===== config.mk =====
export PLATFORM = sky130hd
export DESIGN_NAME = mc_controller
export DESIGN_NICKNAME = d
export VERILOG_FILES = /design/src/rtl/rv_ctrl_pkg.sv /design/src/rtl/alu_decoder.sv /design/src/rtl/mc_controller.sv
export SDC_FILE = /design/constraint.sdc
export NUM_CORES = 1
export LEC_CHECK = 0
export ABC_AREA = 1
export BUFFER_PORTS_ARGS = -buffer_cell sky130_fd_sc_hd__buf_2
export CORE_UTILIZATION = 40
export DETAILED_ROUTE_END_ITERATION = 12
export PLACE_DENSITY_LB_ADDON = 0.3
export SETUP_SLACK_MARGIN = 0.5
export SYNTH_ARGS = -nofsm -noshare
export SYNTH_HDL_FRONTEND = slang
export SYNTH_SLANG_ARGS = --single-unit

===== constraint.sdc =====
create_clock -name clk -period 1.8 [get_ports clk]
set_input_delay 0.09 -clock clk [delete_from_list [all_inputs] [get_ports clk]]
set_output_delay 0.09 -clock clk [all_outputs]
set_load 0.1 [all_outputs]

===== src/rtl/rv_ctrl_pkg.sv =====
// Shared types and encodings for the RV32I multicycle control unit.
// The datapath decodes the same select encodings, so change them in both places.
package rv_ctrl_pkg;

    typedef enum logic [3:0] {
        S_FETCH    = 4'd0,
        S_DECODE   = 4'd1,
        S_MEMADR   = 4'd2,
        S_MEMREAD  = 4'd3,
        S_MEMWB    = 4'd4,
        S_MEMWRITE = 4'd5,
        S_EXEC_R   = 4'd6,
        S_EXEC_I   = 4'd7,
        S_ALUWB    = 4'd8,
        S_BRANCH   = 4'd9,
        S_JAL      = 4'd10,
        S_JALR     = 4'd11,
        S_LUI      = 4'd12,
        S_AUIPC    = 4'd13,
        S_TRAP     = 4'd14
    } state_e;

    // Selects which decode rule the ALU decoder applies
    typedef enum logic [1:0] {
        CLS_ADD = 2'd0,
        CLS_R   = 2'd1,
        CLS_I   = 2'd2,
        CLS_BR  = 2'd3
    } alu_cls_e;

    localparam logic [6:0] OP_LOAD   = 7'b0000011;
    localparam logic [6:0] OP_STORE  = 7'b0100011;
    localparam logic [6:0] OP_R      = 7'b0110011;
    localparam logic [6:0] OP_I      = 7'b0010011;
    localparam logic [6:0] OP_BRANCH = 7'b1100011;
    localparam logic [6:0] OP_JAL    = 7'b1101111;
    localparam logic [6:0] OP_JALR   = 7'b1100111;
    localparam logic [6:0] OP_LUI    = 7'b0110111;
    localparam logic [6:0] OP_AUIPC  = 7'b0010111;

    localparam logic [3:0] ALU_ADD  = 4'b0000;
    localparam logic [3:0] ALU_SUB  = 4'b0001;
    localparam logic [3:0] ALU_AND  = 4'b0010;
    localparam logic [3:0] ALU_OR   = 4'b0011;
    localparam logic [3:0] ALU_XOR  = 4'b0100;
    localparam logic [3:0] ALU_SLL  = 4'b0101;
    localparam logic [3:0] ALU_SRL  = 4'b0110;
    localparam logic [3:0] ALU_SRA  = 4'b0111;
    localparam logic [3:0] ALU_SLT  = 4'b1000;
    localparam logic [3:0] ALU_SLTU = 4'b1001;

    localparam logic [1:0] SRCA_PC    = 2'b00;
    localparam logic [1:0] SRCA_OLDPC = 2'b01;
    localparam logic [1:0] SRCA_RS1   = 2'b10;
    localparam logic [1:0] SRCA_ZERO  = 2'b11;

    localparam logic [1:0] SRCB_RS2  = 2'b00;
    localparam logic [1:0] SRCB_IMM  = 2'b01;
    localparam logic [1:0] SRCB_FOUR = 2'b10;

    localparam logic [1:0] RES_ALUREG = 2'b00;
    localparam logic [1:0] RES_MEM    = 2'b01;
    localparam logic [1:0] RES_ALU    = 2'b10;

    localparam logic [2:0] IMM_I = 3'd0;
    localparam logic [2:0] IMM_S = 3'd1;
    localparam logic [2:0] IMM_B = 3'd2;
    localparam logic [2:0] IMM_J = 3'd3;
    localparam logic [2:0] IMM_U = 3'd4;

    localparam logic [1:0] DS_RAW = 2'b00;
    localparam logic [1:0] DS_LB  = 2'b01;
    localparam logic [1:0] DS_LH  = 2'b10;

endpackage


===== src/rtl/alu_decoder.sv =====
// Maps the current decode class and funct fields to an ALU operation code.
// Purely combinational; the FSM chooses the class per state.
module alu_decoder
    import rv_ctrl_pkg::*;
(
    input  alu_cls_e   cls,
    input  logic [2:0] funct3,
    input  logic       funct7,
    output logic [3:0] alu_op
);

    always_comb begin
        alu_op = ALU_ADD;
        unique case (cls)
            CLS_R, CLS_I: begin
                case (funct3)
                    3'b000: alu_op = (cls == CLS_R && funct7) ? ALU_SUB : ALU_ADD;
                    3'b001: alu_op = ALU_SLL;
                    3'b010: alu_op = ALU_SLT;
                    3'b011: alu_op = ALU_SLTU;
                    3'b100: alu_op = ALU_XOR;
                    3'b101: alu_op = funct7 ? ALU_SRA : ALU_SRL;
                    3'b110: alu_op = ALU_OR;
                    default: alu_op = ALU_AND;
                endcase
            end
            CLS_BR: begin
                // beq/bne compare by subtraction, signed/unsigned pairs by set-less-than
                case (funct3[2:1])
                    2'b00:   alu_op = ALU_SUB;
                    2'b10:   alu_op = ALU_SLT;
                    2'b11:   alu_op = ALU_SLTU;
                    default: alu_op = ALU_ADD;
                endcase
            end
            default: alu_op = ALU_ADD;
        endcase
    end

endmodule


===== src/rtl/mc_controller.sv =====
// Multicycle RV32I control FSM: Moore decode of state for the datapath selects,
// plus retired-instruction counter and sticky illegal-instruction flag.
module mc_controller
    import rv_ctrl_pkg::*;
#(
    parameter int CNT_W = 32
) (
    input  logic             clk,
    input  logic             rst,
    input  logic [6:0]       op,
    input  logic [2:0]       funct3,
    input  logic             funct7,
    input  logic             zero_flag,
    input  logic             comp_flag,
    output logic             PCWrite,
    output logic             IRWrite,
    output logic             RegWrite,
    output logic             MemWrite,
    output logic             AddrSrc,
    output logic             WDSrc,
    output logic [1:0]       SrcA,
    output logic [1:0]       SrcB,
    output logic [1:0]       ResSrc,
    output logic [1:0]       DataSrc,
    output logic [2:0]       ImmSrc,
    output logic [3:0]       ALUControll,
    output logic [1:0]       mem_size,
    output logic             illegal,
    output logic [CNT_W-1:0] instret
);

    state_e   state, next_state;
    alu_cls_e alu_cls;
    logic     br_taken;

    always_ff @(posedge clk) begin
        if (!rst) state <= S_FETCH;
        else      state <= next_state;
    end

    always_comb begin
        case (funct3)
            3'b000:  br_taken = zero_flag;
            3'b001:  br_taken = !zero_flag;
            3'b100:  br_taken = comp_flag;
            3'b101:  br_taken = !comp_flag;
            3'b110:  br_taken = comp_flag;
            3'b111:  br_taken = !comp_flag;
            default: br_taken = 1'b0;
        endcase
    end

    always_comb begin
        next_state = state;
        PCWrite    = 1'b0;
        IRWrite    = 1'b0;
        RegWrite   = 1'b0;
        MemWrite   = 1'b0;
        AddrSrc    = 1'b0;
        WDSrc      = 1'b0;
        SrcA       = SRCA_PC;
        SrcB       = SRCB_RS2;
        ResSrc     = RES_ALUREG;
        DataSrc    = DS_RAW;
        ImmSrc     = IMM_I;
        mem_size   = 2'b00;
        alu_cls    = CLS_ADD;

        case (state)
            S_FETCH: begin
                IRWrite    = 1'b1;
                SrcB       = SRCB_FOUR;
                ResSrc     = RES_ALU;
                PCWrite    = 1'b1;
                next_state = S_DECODE;
            end
            S_DECODE: begin
                // Branch/jump target is precomputed here from the old PC
                SrcA   = SRCA_OLDPC;
                SrcB   = SRCB_IMM;
                ImmSrc = (op == OP_JAL) ? IMM_J : IMM_B;
                case (op)
                    OP_LOAD, OP_STORE: next_state = S_MEMADR;
                    OP_R:              next_state = S_EXEC_R;
                    OP_I:              next_state = S_EXEC_I;
                    OP_BRANCH:         next_state = S_BRANCH;
                    OP_JAL:            next_state = S_JAL;
                    OP_JALR:           next_state = S_JALR;
                    OP_LUI:            next_state = S_LUI;
                    OP_AUIPC:          next_state = S_AUIPC;
                    default:           next_state = S_TRAP;
                endcase
            end
            S_MEMADR: begin
                SrcA       = SRCA_RS1;
                SrcB       = SRCB_IMM;
                ImmSrc     = (op == OP_STORE) ? IMM_S : IMM_I;
                next_state = (op == OP_STORE) ? S_MEMWRITE : S_MEMREAD;
            end
            S_MEMREAD: begin
                AddrSrc    = 1'b1;
                next_state = S_MEMWB;
            end
            S_MEMWB: begin
                ResSrc   = RES_MEM;
                RegWrite = 1'b1;
                case (funct3)
                    3'b000:  DataSrc = DS_LB;
                    3'b001:  DataSrc = DS_LH;
                    default: DataSrc = DS_RAW;
                endcase
                next_state = S_FETCH;
            end
            S_MEMWRITE: begin
                AddrSrc    = 1'b1;
                MemWrite   = 1'b1;
                mem_size   = funct3[1:0];
                next_state = S_FETCH;
            end
            S_EXEC_R: begin
                SrcA       = SRCA_RS1;
                alu_cls    = CLS_R;
                next_state = S_ALUWB;
            end
            S_EXEC_I: begin
                SrcA       = SRCA_RS1;
                SrcB       = SRCB_IMM;
                alu_cls    = CLS_I;
                next_state = S_ALUWB;
            end
            S_ALUWB: begin
                RegWrite   = 1'b1;
                next_state = S_FETCH;
            end
            S_BRANCH: begin
                SrcA       = SRCA_RS1;
                alu_cls    = CLS_BR;
                PCWrite    = br_taken;
                next_state = (funct3[2:1] == 2'b01) ? S_TRAP : S_FETCH;
            end
            S_JAL: begin
                PCWrite    = 1'b1;
                RegWrite   = 1'b1;
                WDSrc      = 1'b1;
                next_state = S_FETCH;
            end
            S_JALR: begin
                SrcA       = SRCA_RS1;
                SrcB       = SRCB_IMM;
                ResSrc     = RES_ALU;
                PCWrite    = 1'b1;
                RegWrite   = 1'b1;
                WDSrc      = 1'b1;
                next_state = S_FETCH;
            end
            S_LUI, S_AUIPC: begin
                SrcA       = (state == S_LUI) ? SRCA_ZERO : SRCA_OLDPC;
                SrcB       = SRCB_IMM;
                ImmSrc     = IMM_U;
                ResSrc     = RES_ALU;
                RegWrite   = 1'b1;
                next_state = S_FETCH;
            end
            default: next_state = S_TRAP;
        endcase

        // No architectural write may escape while reset is held
        if (!rst) begin
            PCWrite  = 1'b0;
            IRWrite  = 1'b0;
            RegWrite = 1'b0;
            MemWrite = 1'b0;
        end
    end

    alu_decoder u_alu_decoder (
        .cls    (alu_cls),
        .funct3 (funct3),
        .funct7 (funct7),
        .alu_op (ALUControll)
    );

    // TRAP never returns to FETCH, so counting every FETCH entry is exact
    always_ff @(posedge clk) begin
        if (!rst) begin
            instret <= '0;
            illegal <= 1'b0;
        end else begin
            if (next_state == S_FETCH)
                instret <= instret + {{(CNT_W-1){1'b0}}, 1'b1};
            if (next_state == S_TRAP)
                illegal <= 1'b1;
        end
    end

endmodule


# Yosys cells after proc, flatten, opt, wreduce, memory -nomap -nowiden
# Cells that the tools add are included.
dict set report classes {
  add_sub_neg 1
  n_eq_ne 36
  muxes 31
  reduce_logical 21
}
# operator count
set ops {}
lappend ops {{4-bit case mux with 7 select lines} 2}
lappend ops {{32-bit by 1-bit adder with 32-bit output, second input constant} 1}
lappend ops {{4-bit case mux with 8 select lines} 1}
lappend ops {{4-bit == test, second input constant} 7}
lappend ops {{7-bit by 6-bit == test with 1-bit output, second input constant} 3}
lappend ops {{7-bit == test, second input constant} 3}
lappend ops {{4-bit by 3-bit == test with 1-bit output, second input constant} 4}
lappend ops {{2-bit OR reduction} 8}
lappend ops {{7-bit by 5-bit == test with 1-bit output, second input constant} 2}
lappend ops {{1-bit 2-to-1 mux} 13}
lappend ops {{3-bit == test, second input constant} 4}
lappend ops {{2-bit case mux with 2 select lines} 3}
lappend ops {{2-bit case mux with 3 select lines} 2}
lappend ops {{4-bit case mux with 3 select lines} 1}
lappend ops {{6-bit OR reduction} 2}
lappend ops {{3-bit case mux with 3 select lines} 1}
lappend ops {{2-bit == test, second input constant} 4}
lappend ops {{4-bit by 2-bit == test with 1-bit output, second input constant} 2}
lappend ops {{4-bit zero test} 2}
lappend ops {{4-bit case mux with 2 select lines} 1}
lappend ops {{7-bit by 2-bit == test with 1-bit output, second input constant} 1}
lappend ops {{7-bit OR reduction} 1}
lappend ops {{3-bit by 2-bit == test with 1-bit output, second input constant} 2}
lappend ops {{2-bit 2-to-1 mux} 3}
lappend ops {{14 further kinds} 16}
dict set report word_totals {
  ff_bits 37
  input_bits 15
  out_inout_bits 56
  wordCells 92
}

# Longest topological paths before layout
dict set report logic_depth {
  depth_word 7
  mapped_depth 12
  depth_no_buf 12
}

# Modules after synthesis
# A second synthesis with hierarchy kept.
dict set report hier_totals {
  cells_unflattened 451
  hier_area_um2 2776.4
}
# module instances cells_per_inst area_each_um2 seq_area_each_um2
set by_module_without_submodules {}
lappend by_module_without_submodules {mc_controller 1 416 2578.7 740.7}
lappend by_module_without_submodules {alu_decoder 1 35 197.7 0.0}

# Worst setup path after synthesis
# OpenSTA, ideal clock, no wires.
dict set report synth_timing {
  kind {register -> output}
  from {register state[1]}
  to {output ALUControll[2]}
  t_arrival_ns 5.907
  required_time_ns 1.710
  path_slack_ns -4.197
  path_stages_with_launch 10
  path_buffers 0
  cell_sequence {dfxtp_1 -> inv_2 -> nand2_4 -> nor2_4 -> nor2_1 -> nand2_1 -> inv_1 -> nor2_1 -> ha_1 -> a2111oi_0}
}
dict set report synth_between {
  elab_chain_cells 5
  elab_cells_between_ends 9
  classes_between {eq/ne (6); mux (2); reduce/logical (1)}
}
# element line
set synth_rtl {}
lappend synth_rtl {{start: declaration} mc_controller.sv:32} ;# state_e state, next_state;
lappend synth_rtl {{start signal: assignment} mc_controller.sv:38} ;# else state <= next_state;
lappend synth_rtl {{4-bit == test or 4-bit by 3-bit == test with 1-bit output (tied branches)} mc_controller.sv:69} ;# case (state)
lappend synth_rtl {{2-bit case mux with 3 select lines *} mc_controller.sv:69}
lappend synth_rtl {{2-bit == test or 2-bit by 1-bit == test with 1-bit output (tied branches)} alu_decoder.sv:14} ;# unique case (cls)
lappend synth_rtl {{2-bit OR reduction} alu_decoder.sv:14}
lappend synth_rtl {{4-bit case mux with 2 select lines *} alu_decoder.sv:14}
lappend synth_rtl {{end: declaration} mc_controller.sv:26} ;# output logic [3:0] ALUControll,
# Mark *: on every way between the ends. The rest lies on a longest branch, timed or not.

# Worst setup path after layout
dict set report layout_timing {
  from {register state[2]}
  to {output ALUControll[2]}
}
# Same word-level chain as after synthesis.

==> run summary <==
CLOCK NETWORK
------------------------------------------------------------------------------------------------------
Number of buffers on the longest clock path .............................................            2
H-tree levels ...........................................................................            2
Total clock sinks .......................................................................           37
Post-CTS Hold Buffers ...................................................................            0
Clock transition at the register clock pins on the worst setup and hold paths after CTS .        80 ps
Later-pin clock latency in the skew report ..............................................       310 ps
TritonCTS clock tree ....................................................................         done
Clk root buf ............................................................................ sky130_fd_sc_hd__clkbuf_8
Number of buffers inserted during clock tree synthesis ..................................            5

DRT
------------------------------------------------------------------------------------------------------
Met2 layer wire length in the routed design .............................................      6.27 mm
Remaining DRCs ..........................................................................            0
Highest routed metal layer ..............................................................         met4
Met3 Routed Length ......................................................................      1.17 mm
Final Routed Wirelength .................................................................      13.0 mm
Post-detailed-route wirelength per cell .................................................      19.2 um
Final antenna-violating net count .......................................................            0
DRC marker count from the first detailed-route iteration ................................          567
Via total after detailed routing ........................................................        3,891
Avg Vias per Cell .......................................................................         5.72
M1 WL ...................................................................................      4.73 mm
DR pass1 iterations .....................................................................            8

LAYOUT
------------------------------------------------------------------------------------------------------
Final net count .........................................................................          606
Final standard cell utilization of the core .............................................        77.9%
Number of diodes added for antenna fixing ...............................................            0
Finished Cell Area ...................................................................... 0.00532 mm^2
Fraction of layout cells with a size suffix above 1 .....................................        53.4%
Synthesis-to-finish area growth .........................................................        86.5%
Number of cells in the finished layout apart from fillers ...............................          680

YOSYS
------------------------------------------------------------------------------------------------------
Synth area leader ....................................................................... sky130_fd_sc_hd__dfxtp_1
Cell types with the largest area share after synthesis .................................. sky130_fd_sc_hd__dfxtp_1 (26%), sky130_fd_sc_hd__nand2_1 (14%), sky130_fd_sc_hd__nor2_1 (7.2%), sky130_fd_sc_hd__a21oi_1 (7.0%), sky130_fd_sc_hd__xor2_1 (6.7%)
Area share of the leading cell type in the synthesized netlist ..........................        25.9%
Post-synthesis sequential area ratio ....................................................        25.9%
Number of synthesis warnings ............................................................            0
Count of state elements after synthesis .................................................           37
Number of flops mapped to enable cells by yosys .........................................            0
Count of cell types in the netlist ......................................................           36
Mean instance size in the synthesized netlist ...........................................    6.43 um^2
Post-synth top flop ..................................................................... sky130_fd_sc_hd__dfxtp_1
Netlist area before placement ........................................................... 0.00286 mm^2
Most frequent cell after synthesis ...................................................... sky130_fd_sc_hd__nand2_1
Post-synth top cells .................................................................... sky130_fd_sc_hd__nand2_1 (106), sky130_fd_sc_hd__nor2_1 (55), sky130_fd_sc_hd__a21oi_1 (40), sky130_fd_sc_hd__inv_1 (40), sky130_fd_sc_hd__dfxtp_1 (37)
Post-Syn Instances ......................................................................          444
Syn nets ................................................................................          467
Share of synthesized flip-flops with an asynchronous set or reset .......................           0%

FLOORPLANNING
------------------------------------------------------------------------------------------------------
Number of primary I/O pins ..............................................................           71
Starting density of the core ............................................................        41.8%
Die Width ...............................................................................      86.5 um
Placement Rows ..........................................................................           30
Total Die Area .......................................................................... 0.00748 mm^2
Placeable core region ................................................................... 0.00683 mm^2
Height of the chip ......................................................................      86.5 um

WORST SETUP PATH
------------------------------------------------------------------------------------------------------
Worst Setup Start Kind ..................................................................    flip-flop
Launch point of the worst reg-to-reg path ...............................................     state[2]
Worst setup EP type .....................................................................  output port
Last element of the critical path ....................................................... ALUControll[2]
Depth of the most critical reg-to-reg path ..............................................           14
Worst path arrival time .................................................................      2160 ps
Source of the critical timing path ......................................................     state[2]
Type of the setup path with the least slack .............................................      reg2out
Largest fanout on the critical path .....................................................            3
Required time reported for the critical path endpoint ...................................      1710 ps
FF-to-FF setup slack ....................................................................      -400 ps
End of the worst register-to-register path ..............................................  instret[20]

PLACEMENT
------------------------------------------------------------------------------------------------------
Total of buffers placed on input and output ports .......................................           70
Total half-perimeter wirelength after legalization and detailed placement ...............      6.53 mm
Standard cell area after detailed placement ............................................. 0.00407 mm^2
Final Wtd Congestion ....................................................................        0.945
Cell Count Post-Placement ...............................................................          627

STA
------------------------------------------------------------------------------------------------------
Final hold violation count ..............................................................            0
Worst max-slew margin expressed relative to the limit ...................................        57.3%
Worst Tran Pin Value ....................................................................       640 ps
Post-route minimum period ...............................................................      2250 ps
Setup repair after global routing missed its margin .....................................          yes
Setup-failing EPs final .................................................................           43
Part of the cycle the worst path needs ..................................................         125%
Fmax achieved ...........................................................................      444 MHz
Worst clock skew ........................................................................      12.8 ps
Final-layout setup total negative slack .................................................   -11,850 ps
Max-slew violations .....................................................................            0
Post-route setup slack ..................................................................      -450 ps
Min Hold Slack ..........................................................................      28.0 ps

PWR
------------------------------------------------------------------------------------------------------
Power Density ........................................................................... 1270 mW/mm^2
VDD IR-drop max .........................................................................      1.23 mV
Leakage power total .....................................................................      2.25 nW

GLOBAL ROUTE
------------------------------------------------------------------------------------------------------
Antenna violations before repair ........................................................            0
Total grt overflow ......................................................................            0
GR Util All Layers ......................................................................        30.0%
Number of global-route vias before repair ...............................................        3,577
Largest net degree at the start of global routing .......................................           32
Wire length of the first global-routing pass ............................................      17.4 mm

RUN STATUS
------------------------------------------------------------------------------------------------------
Result of the run ....................................................................... finished, violations left
Violations in the final reports ......................................................... setup timing

WORST HOLD PATH
------------------------------------------------------------------------------------------------------
Class of the tightest hold or removal check .............................................       in2reg

JOB
------------------------------------------------------------------------------------------------------
# Max-Cap Violations ....................................................................            0

==> repair_timing <==
item                       4_1_cts  5_1_grt
setup buffers                   20       18
setup endpoints to repair       56       62
resized for setup              104       80
pin swaps                       38       40
gates cloned                     6        1
==> layer usage <==
layer / vias to the layer above / track usage (%)
met5: - / 0
met4: 0 / 17.3
met3: 90 / 6.00
met2: 277 / 50.8
met1: 1795 / 35.2
li1: 1729 / -
==> worst max-delay path: stages, from the launching register on <==
cell and delay, ps:
sky130_fd_sc_hd__dfxtp_4 370, sky130_fd_sc_hd__inv_6 90, sky130_fd_sc_hd__nand2_8 70, sky130_fd_sc_hd__nor2_4 130, sky130_fd_sc_hd__nor2_1 70, sky130_fd_sc_hd__nand2_1 80
sky130_fd_sc_hd__inv_2 60, sky130_fd_sc_hd__nor2_4 120, sky130_fd_sc_hd__inv_2 70, sky130_fd_sc_hd__ha_4 180, sky130_fd_sc_hd__a2111oi_4 370, sky130_fd_sc_hd__buf_12 220
==> power by group <==
group / leakage, nW / switching, mW / internal (mW)
sequential: 0.316 / 0.111 / 0.894
clock: 0.0395 / 0.314 / 0.275
combinational: 1.90 / 2.91 / 2.23
total: 2.25 / 3.34 / 3.40
==> cell type report <==
cell class | count | area [um^2]
repair buffers | 146 | 1610
fillers | 415 | 1510
clock buffers | 8 | 80.1
multi-input cells | 346 | 2490
flip-flops and latches | 37 | 795
well taps | 96 | 120
inverters | 47 | 221
==> logic make-up after synthesis <==
logic type,after synthesis,synth area share [%]
AND/OR/NAND/NOR,228,37.3
adder cells (fa/ha/maj),8,3.51
buffers and inverters,61,9.16
XOR/XNOR,30,9.20
AO/OA/AOI/OAI,80,14.9
flip-flops,37,25.9
==> worst min path at each step <==
stage / cells after the start / end / start
final: 3 / instret[1] / rst
after global routing: 3 / instret[1] / rst
after CTS: 3 / instret[1] / rst
after detailed placement: 3 / instret[1] / rst
after global placement: 3 / instret[1] / rst
after floorplan: 2 / instret[1] / rst
==> sequential cells by signal, indices dropped and copies added (netlist names) <==
signal,count
instret,32
state,4
illegal,1
==> stage by stage <==
| step | total power [mW] | setup slack (ps) |
|---|---|---|
| global route | 6.90 | -513 |
| CTS | 5.89 | -308 |
| finish | 6.74 | -450 |
| floorplan | 3.19 | -622 |
| global placement | 3.87 | -56.5 |
| detailed placement | 3.90 | -162 |
==> placed cells by master (no fill, tap or decap), drive strengths merged, types with 6 or more instances in the layout <==
master	count
a21oi	41
nand2	119
nand3	20
clkbuf	12
dfxtp	37
xnor2	8
ha	8
inv	45
o21ai	34
buf	142
nor2	62
nor3	17
xor2	22
nand4	6
(Power assumes the default switching activity.)
